`src/rtl/regfile_mp_pkg.sv`:
```
// Shared definitions for the multi-port register file: dump FSM states
// and default parameter values.
package regfile_mp_pkg;

  typedef enum logic {
    IDLE = 1'b0,
    RUN  = 1'b1
  } dump_state_t;

  localparam int XLEN_DEF     = 32;
  localparam int NREGS_DEF    = 32;
  localparam int NRD_DEF      = 3;
  localparam int ZERO_REG_DEF = 1;
  localparam int BYPASS_DEF   = 1;

endpackage

```
`src/rtl/regfile_dump_ctrl.sv`:
```
// Dump sequencer: walks dump_idx over every register index with a
// valid/ready handshake, one beat per accepted transfer.
//
// state | meaning
// IDLE  | no dump in progress, dump_idx parked at 0
// RUN   | presenting beat dump_idx, advancing on dump_ready
module regfile_dump_ctrl
  import regfile_mp_pkg::*;
#(
  parameter int NREGS = NREGS_DEF,
  localparam int AW   = $clog2(NREGS)
) (
  input  logic          wrclk,
  input  logic          reset,
  input  logic          dump_start,
  input  logic          dump_ready,
  output logic          dump_valid,
  output logic          dump_last,
  output logic [AW-1:0] dump_idx,
  output logic          busy
);

  dump_state_t   state = IDLE;
  dump_state_t   state_next;
  logic [AW-1:0] idx = '0;
  logic          last_idx;
  logic          beat_done;

  assign last_idx  = (idx == AW'(NREGS - 1));
  assign beat_done = (state == RUN) && dump_ready;
  assign dump_idx  = idx;

  always_ff @(posedge wrclk) begin
    if (reset) begin
      state <= IDLE;
      idx   <= '0;
    end else begin
      state <= state_next;
      if (state != RUN)
        idx <= '0;
      else if (beat_done)
        idx <= last_idx ? '0 : idx + AW'(1);
    end
  end

  always_comb begin
    state_next = state;
    case (state)
      IDLE:    if (dump_start) state_next = RUN;
      RUN:     if (beat_done && last_idx) state_next = IDLE;
      default: state_next = IDLE;
    endcase
  end

  always_comb begin
    dump_valid = 1'b0;
    dump_last  = 1'b0;
    busy       = 1'b0;
    case (state)
      RUN: begin
        dump_valid = 1'b1;
        dump_last  = last_idx;
        busy       = 1'b1;
      end
      default: ;
    endcase
  end

endmodule

```
`src/rtl/regfile_mp.sv`:
```
// Register file with NRD combinational read ports, two write ports
// (port 1 wins on collision), optional write bypass and a full dump port.
module regfile_mp
  import regfile_mp_pkg::*;
#(
  parameter int XLEN     = XLEN_DEF,
  parameter int NREGS    = NREGS_DEF,
  parameter int NRD      = NRD_DEF,
  parameter int ZERO_REG = ZERO_REG_DEF,
  parameter int BYPASS   = BYPASS_DEF,
  localparam int AW      = $clog2(NREGS)
) (
  input  logic                wrclk,
  input  logic                reset,
  input  logic [NRD*AW-1:0]   rd_addr,
  output logic [NRD*XLEN-1:0] rd_data,
  input  logic                we0,
  input  logic [AW-1:0]       wa0,
  input  logic [XLEN-1:0]     wd0,
  input  logic                we1,
  input  logic [AW-1:0]       wa1,
  input  logic [XLEN-1:0]     wd1,
  input  logic                dump_start,
  output logic                dump_valid,
  input  logic                dump_ready,
  output logic [AW-1:0]       dump_idx,
  output logic [XLEN-1:0]     dump_data,
  output logic                dump_last,
  output logic                busy
);

  logic [XLEN-1:0] regs [NREGS] = '{default: '0};
  logic            we0_eff;
  logic            we1_eff;

  // Writes to the hardwired zero register and writes during reset never land,
  // so they must not be forwarded either.
  assign we0_eff = we0 && !reset && !((ZERO_REG != 0) && (wa0 == '0));
  assign we1_eff = we1 && !reset && !((ZERO_REG != 0) && (wa1 == '0));

  always_ff @(posedge wrclk) begin
    if (reset) begin
      for (int i = 0; i < NREGS; i++) regs[i] <= '0;
    end else begin
      if (we0_eff) regs[wa0] <= wd0;
      if (we1_eff) regs[wa1] <= wd1;  // later assignment gives port 1 priority
    end
  end

  for (genvar k = 0; k < NRD; k++) begin : g_rd
    logic [AW-1:0]   addr;
    logic [XLEN-1:0] stored;
    logic [XLEN-1:0] value;

    assign addr   = rd_addr[k*AW +: AW];
    assign stored = ((ZERO_REG != 0) && (addr == '0)) ? '0 : regs[addr];

    always_comb begin
      value = stored;
      if (BYPASS != 0) begin
        if (we1_eff && (wa1 == addr))
          value = wd1;
        else if (we0_eff && (wa0 == addr))
          value = wd0;
      end
    end

    assign rd_data[k*XLEN +: XLEN] = value;
  end

  // Dump beats show the stored contents only; in-flight writes appear next cycle.
  assign dump_data = regs[dump_idx];

  regfile_dump_ctrl #(
    .NREGS(NREGS)
  ) u_dump_ctrl (
    .wrclk      (wrclk),
    .reset      (reset),
    .dump_start (dump_start),
    .dump_ready (dump_ready),
    .dump_valid (dump_valid),
    .dump_last  (dump_last),
    .dump_idx   (dump_idx),
    .busy       (busy)
  );

endmodule

```
`config.mk`:
```
export PLATFORM = sky130hd
export DESIGN_NAME = regfile_mp
export DESIGN_NICKNAME = d
export VERILOG_FILES = /design/src/rtl/regfile_mp_pkg.sv /design/src/rtl/regfile_dump_ctrl.sv /design/src/rtl/regfile_mp.sv
export SDC_FILE = /design/constraint.sdc
export NUM_CORES = 2
export LEC_CHECK = 0
export ABC_CLOCK_PERIOD_IN_PS = 9500
export BUFFER_PORTS_ARGS = -buffer_cell sky130_fd_sc_hd__buf_4
export CORE_MARGIN = 4
export CORE_UTILIZATION = 46
export CTS_CLUSTER_DIAMETER = 30
export DETAILED_ROUTE_END_ITERATION = 16
export MAX_ROUTING_LAYER = met4
export SLEW_MARGIN = 20
export SYNTH_ARGS = -nofsm -noshare
export SYNTH_HDL_FRONTEND = slang
export SYNTH_HIERARCHICAL = 1
export SYNTH_SLANG_ARGS = --single-unit
export TNS_END_PERCENT = 5
```
`constraint.sdc`:
```
create_clock -name wrclk -period 9.5 [get_ports wrclk]
set_clock_uncertainty 0.1 [all_clocks]
set_input_delay 1.425 -clock wrclk [delete_from_list [all_inputs] [get_ports wrclk]]
set_output_delay 1.425 -clock wrclk [all_outputs]
set_load 0.02 [all_outputs]
```
== Yosys cells after proc, flatten, opt, wreduce, memory -nomap -nowiden ==
Memories as Yosys holds them, arrays and structs flattened. A register that Yosys moved wholly into a read port is not among the register bits.
Index checks and enable logic that the tools add are counted.

* Bits in registers: 6
* Latch bits: 0
* RAM bits: 1024
* Memory bits (read-only): 0
* Bits of input ports: 95
* Output and inout bits: 136
* Memories kept: 1

{| class="wikitable"
|+ Memory list
! name !! depth !! width !! read ports !! clocked after Yosys merged registers in !! write ports !! line !! source
|-
| regs || 32 || 32 || 4 || 1 || 32 || regfile_mp.sv:32 || <nowiki>logic [XLEN-1:0] regs [NREGS] = '{default: '0};</nowiki>
|}

* Add/subtract/negate cells: 1
* Multiply operators: 0
* Div/mod/pow operators: 0
* Magnitude comparators: 0
* Equal/unequal tests: 7
* Shifts and indexed selects: 0
* Muxes and demuxes: 31
* Bitwise operators: 1
* Reduce and logical (&&, ||, !) cells: 23

{| class="wikitable"
|+ Operator list
! operator !! number
|-
| $mux W32 || 11
|-
| $reduce_or A32 Y1 || 2
|-
| $eq A5 B5 Y1 || 6
|-
| $logic_not A5 Y1 || 5
|-
| $mux W5 || 5
|-
| $mux W1 || 14
|-
| $logic_and A1 B1 Y1 || 12
|-
| $add A5 B1 Y5 const B || 1
|-
| $eq A5 B5 Y1 const B || 1
|-
| $logic_not A1 Y1 || 3
|-
| $pmux W1 S2 || 1
|-
| $reduce_or A2 Y1 || 1
|-
| $not A1 Y1 || 1
|}

== Longest topological paths before layout ==
* Depth in word-level cells: 8
* Depth in mapped cells: 9
* Mapped depth without buffers: 6

== Hierarchy ==
Netlist, hierarchy kept.

{| class="wikitable"
|+ Modules (own cells, without submodules)
! module !! times used !! cells an instance !! area each (um^2) !! seq. area each (um^2)
|-
| regfile_mp || 1 || 5702 || 76587.2 || 30749.5
|-
| regfile_dump_ctrl || 1 || 33 || 301.5 || 120.1
|}

== Worst setup path after synthesis ==
Ideal clock, no wire load.

* Path type: input-to-reg
* Start point: input wa0[3]
* End point: memory regs[4][0] (netlist bit), enable pin
* Data arrival time: 4.561 ns
* Required time: 8.934 ns
* Slack: 4.373 ns
* Cell stages on the path: 4
* Path through: clkbuf_1 -> or3b_2 -> clkbuf_1 -> o21ai_0

{| class="wikitable"
|+ RTL lines
! element !! line !! source
|-
| start, declared || regfile_mp.sv:18 || <nowiki>input logic [AW-1:0] wa0,</nowiki>
|-
| end, declared || regfile_mp.sv:32 ||
|}

== Worst setup path after layout ==
* Start point: input reset
* End point: output rd_data[41]

* Cells in the longest elaborated chain, start to end: 6

{| class="wikitable"
|+ Ends and longest elaborated chain
! element !! line !! source
|-
| start, declared || regfile_mp.sv:14 || <nowiki>input logic reset,</nowiki>
|-
| $logic_not A1 Y1 (*) || regfile_mp.sv:38, regfile_mp.sv:39 ||
|-
| $logic_and A1 B1 Y1 (2 in series) || regfile_mp.sv:38 || <nowiki>assign we0_eff = we0 && !reset && !((ZERO_REG != 0) && (wa0 == '0));</nowiki>
|-
| $logic_and A1 B1 Y1 || regfile_mp.sv:63 || <nowiki>else if (we0_eff && (wa0 == addr))</nowiki>
|-
| $mux W32 || regfile_mp.sv:63 ||
|-
| $mux W32 (*) || regfile_mp.sv:61 || <nowiki>if (we1_eff && (wa1 == addr))</nowiki>
|-
| end, declared || regfile_mp.sv:16 || <nowiki>output logic [NRD*XLEN-1:0] rd_data,</nowiki>
|}

Every way passes the cells marked *; elsewhere a longest branch is shown, timed or not.

==> reports/results.ini <==
[status]
status=finished clean

[flow_run]
max_cap_viol_count=0

[cells_and_area]
final_core_util=0.543
layout_common_cells=mux4_2, edfxtp_1, a22o_1
drive_gt1_frac=0.375
nets=5685
fillers=13387
syn_to_final_growth_pct=16.9
mostFrequentLayoutCell=mux4_2

[place]
portBuffers=230
place_hpwl_mm=206
gp_congestion=0.983

[route]
num_vias=65624
maxUsedRoutingLayer=met4
drc=0
viasPerCell=8.16
met3_length_mm=63.3
met2_length_mm=154
drt-initial-drc-count=12871
wl_mm=367
wirelength_met1_mm=118
ant_nets=0
firstDrtPassIters=8
wire_per_inst_um=45.6

[global_route]
track_usage=0.427
grt_pass1_vias=62190
gr-total-overflow=0
antenna_found_initial=28
grt_max_degree=134
grt_pass1_wl_mm=499

[clock_network]
clk_latency_ns=0.90
post_cts_resized=0
cts_made_buffers=295
cts_max_level=5
cts_sinks=1030
cts_setup_buffers=0
cts_root_buffer=clkbuf_16
postCtsHoldBufs=0
clk_path_buf_depth=4
cts.clk_slew.worst_paths_ns=0.04
cts_tree=yes

[sta]
maxSlewHeadroom=0.114
rsz0062_at_grt=no
period_needed_ns=7.52
finalSetupTns_ns=0
finalSetupViolCount=0
fmax_ghz=0.133
fin_crit_sh=0.792
hold_viol=0
tightest_slew_ns=1.32
drv_slew=0

[worst_setup_path]
start_kind=input port
cp-end-kind=output pin
startpoint=reset
worst-path-max-fanout=29
rr_startpoint=u_dump_ctrl/dump_idx[0]
reg2reg_slack_ns=6.84
crit_required_ns=7.98
endpoint=rd_data[41]
worstPathArrival_ns=6.00
path_class=input port to output pin
r2r-end=u_dump_ctrl/dump_idx[3]
r2r_cells=7

[synth]
yosysSeqAreaShare=0.401
ys_seq_elements=1030
synth_cells=5735
synthArstFlopShare=0
synth_edf_count=1024
yosys.cell_types.count=54
netlist_area_mm2=0.0769
synth-main-ff-cell=edfxtp_1
yosys_warnings=6
avgSynthCellArea_um2=13.4

[floorplanning]
initial_core_util=0.464
dieArea_mm2=0.174
die_x_um=417
die_y_um=417
rows=149
io_pins=231
core_mm2=0.166

[pwr]
vdd_drop_max_mv=0.142
p_per_area_mw_per_mm2=198
fin_total_pwr_mw=17.8
total_leakage_power_nw=29.2

[min_path]
hp-class=register to register
worstHoldPathCells=1

==> metal layers <==
metal  global-route usage  up-vias
met5                    -        -
met1                0.511    32807
met3                0.184     1808
met4                0.299        0
li1                     -    23787
met2                0.579     7222
==> worst min path at each step <==
stage,from,end
floorplan,u_dump_ctrl/dump_idx[3],u_dump_ctrl/dump_idx[3]
global placement,u_dump_ctrl/state,u_dump_ctrl/state
detailed placement,u_dump_ctrl/state,u_dump_ctrl/state
CTS,u_dump_ctrl/state,u_dump_ctrl/state
global route,u_dump_ctrl/state,u_dump_ctrl/state
finish,u_dump_ctrl/state,u_dump_ctrl/state
==> critical path, cell delays in order <==
cell and delay, ns:
buf_4 0.30, nor2b_1 0.51, o31ai_2 0.22, nor4_2 1.07, or3_2 0.91, buf_4 0.57, o221ai_1 0.54, buf_4 0.34
==> synthesized netlist by cell type (all sizes together) (56+ instances only) <==
master,count,area (µm²)
o21ai,331,1660
nand3,107,536
nor2,98,368
mux4,1084,24400
a22o,736,6450
buf,253,1140
mux2,99,1110
o221ai,56,490
nand2,560,2100
edfxtp,1024,30700
o22ai,188,1180
clkbuf,650,2440
nand4,96,601
mux2i,162,1620
a211oi,62,465
==> state kept, by name, summed over array words and instances (netlist names) <==
register / count
u_dump_ctrl/state: 1
regs: 1024
u_dump_ctrl/dump_idx: 5
==> power by group <==
group	switching [mW]	internal (mW)	leakage, nW
registers	0.270	5.30	9.82
logic	1.50	1.11	14.8
clock network	3.01	6.62	4.60
==> final cells by class <==
cell class              count  area, µm²  share of cell area
diodes                     51        128             0.00142
clock buffers             331       7650              0.0852
clock inverters           181       1860              0.0207
inverters                  37        139             0.00155
multi-input cells        3796      43000               0.479
flip-flops and latches   1030      30900               0.344
well taps                2189       2740              0.0305
repair buffers            427       3440              0.0383
==> logic make-up after synthesis <==
| logic type | after synthesis | synth area share |
|---|---|---|
| AND/OR/NAND/NOR | 985 | 0.0569 |
| XOR/XNOR | 30 | 0.00342 |
| AO/OA/AOI/OAI | 1401 | 0.136 |
| multiplexers | 1345 | 0.353 |
| other | 1 | 0.0000488 |
| adder cells (fa/ha/maj) | 3 | 0.000488 |
| flip-flops | 1030 | 0.401 |
| buffers and inverters | 940 | 0.0484 |
==> through the flow <==
step           hold slack (ns)  std cells  instance area, µm²  setup slack (ns)
2_1_floorplan            0.480       5766               77000              4.37
3_3_place_gp             0.495       7476               80100              2.44
3_5_place_dp             0.496       7476               80100              2.33
4_1_cts                  0.506       7988               89700              2.38
5_1_grt                  0.551       8025               89800              2.25
6_report                 0.510       8042               89900              1.98
(Power assumes the default switching activity.)
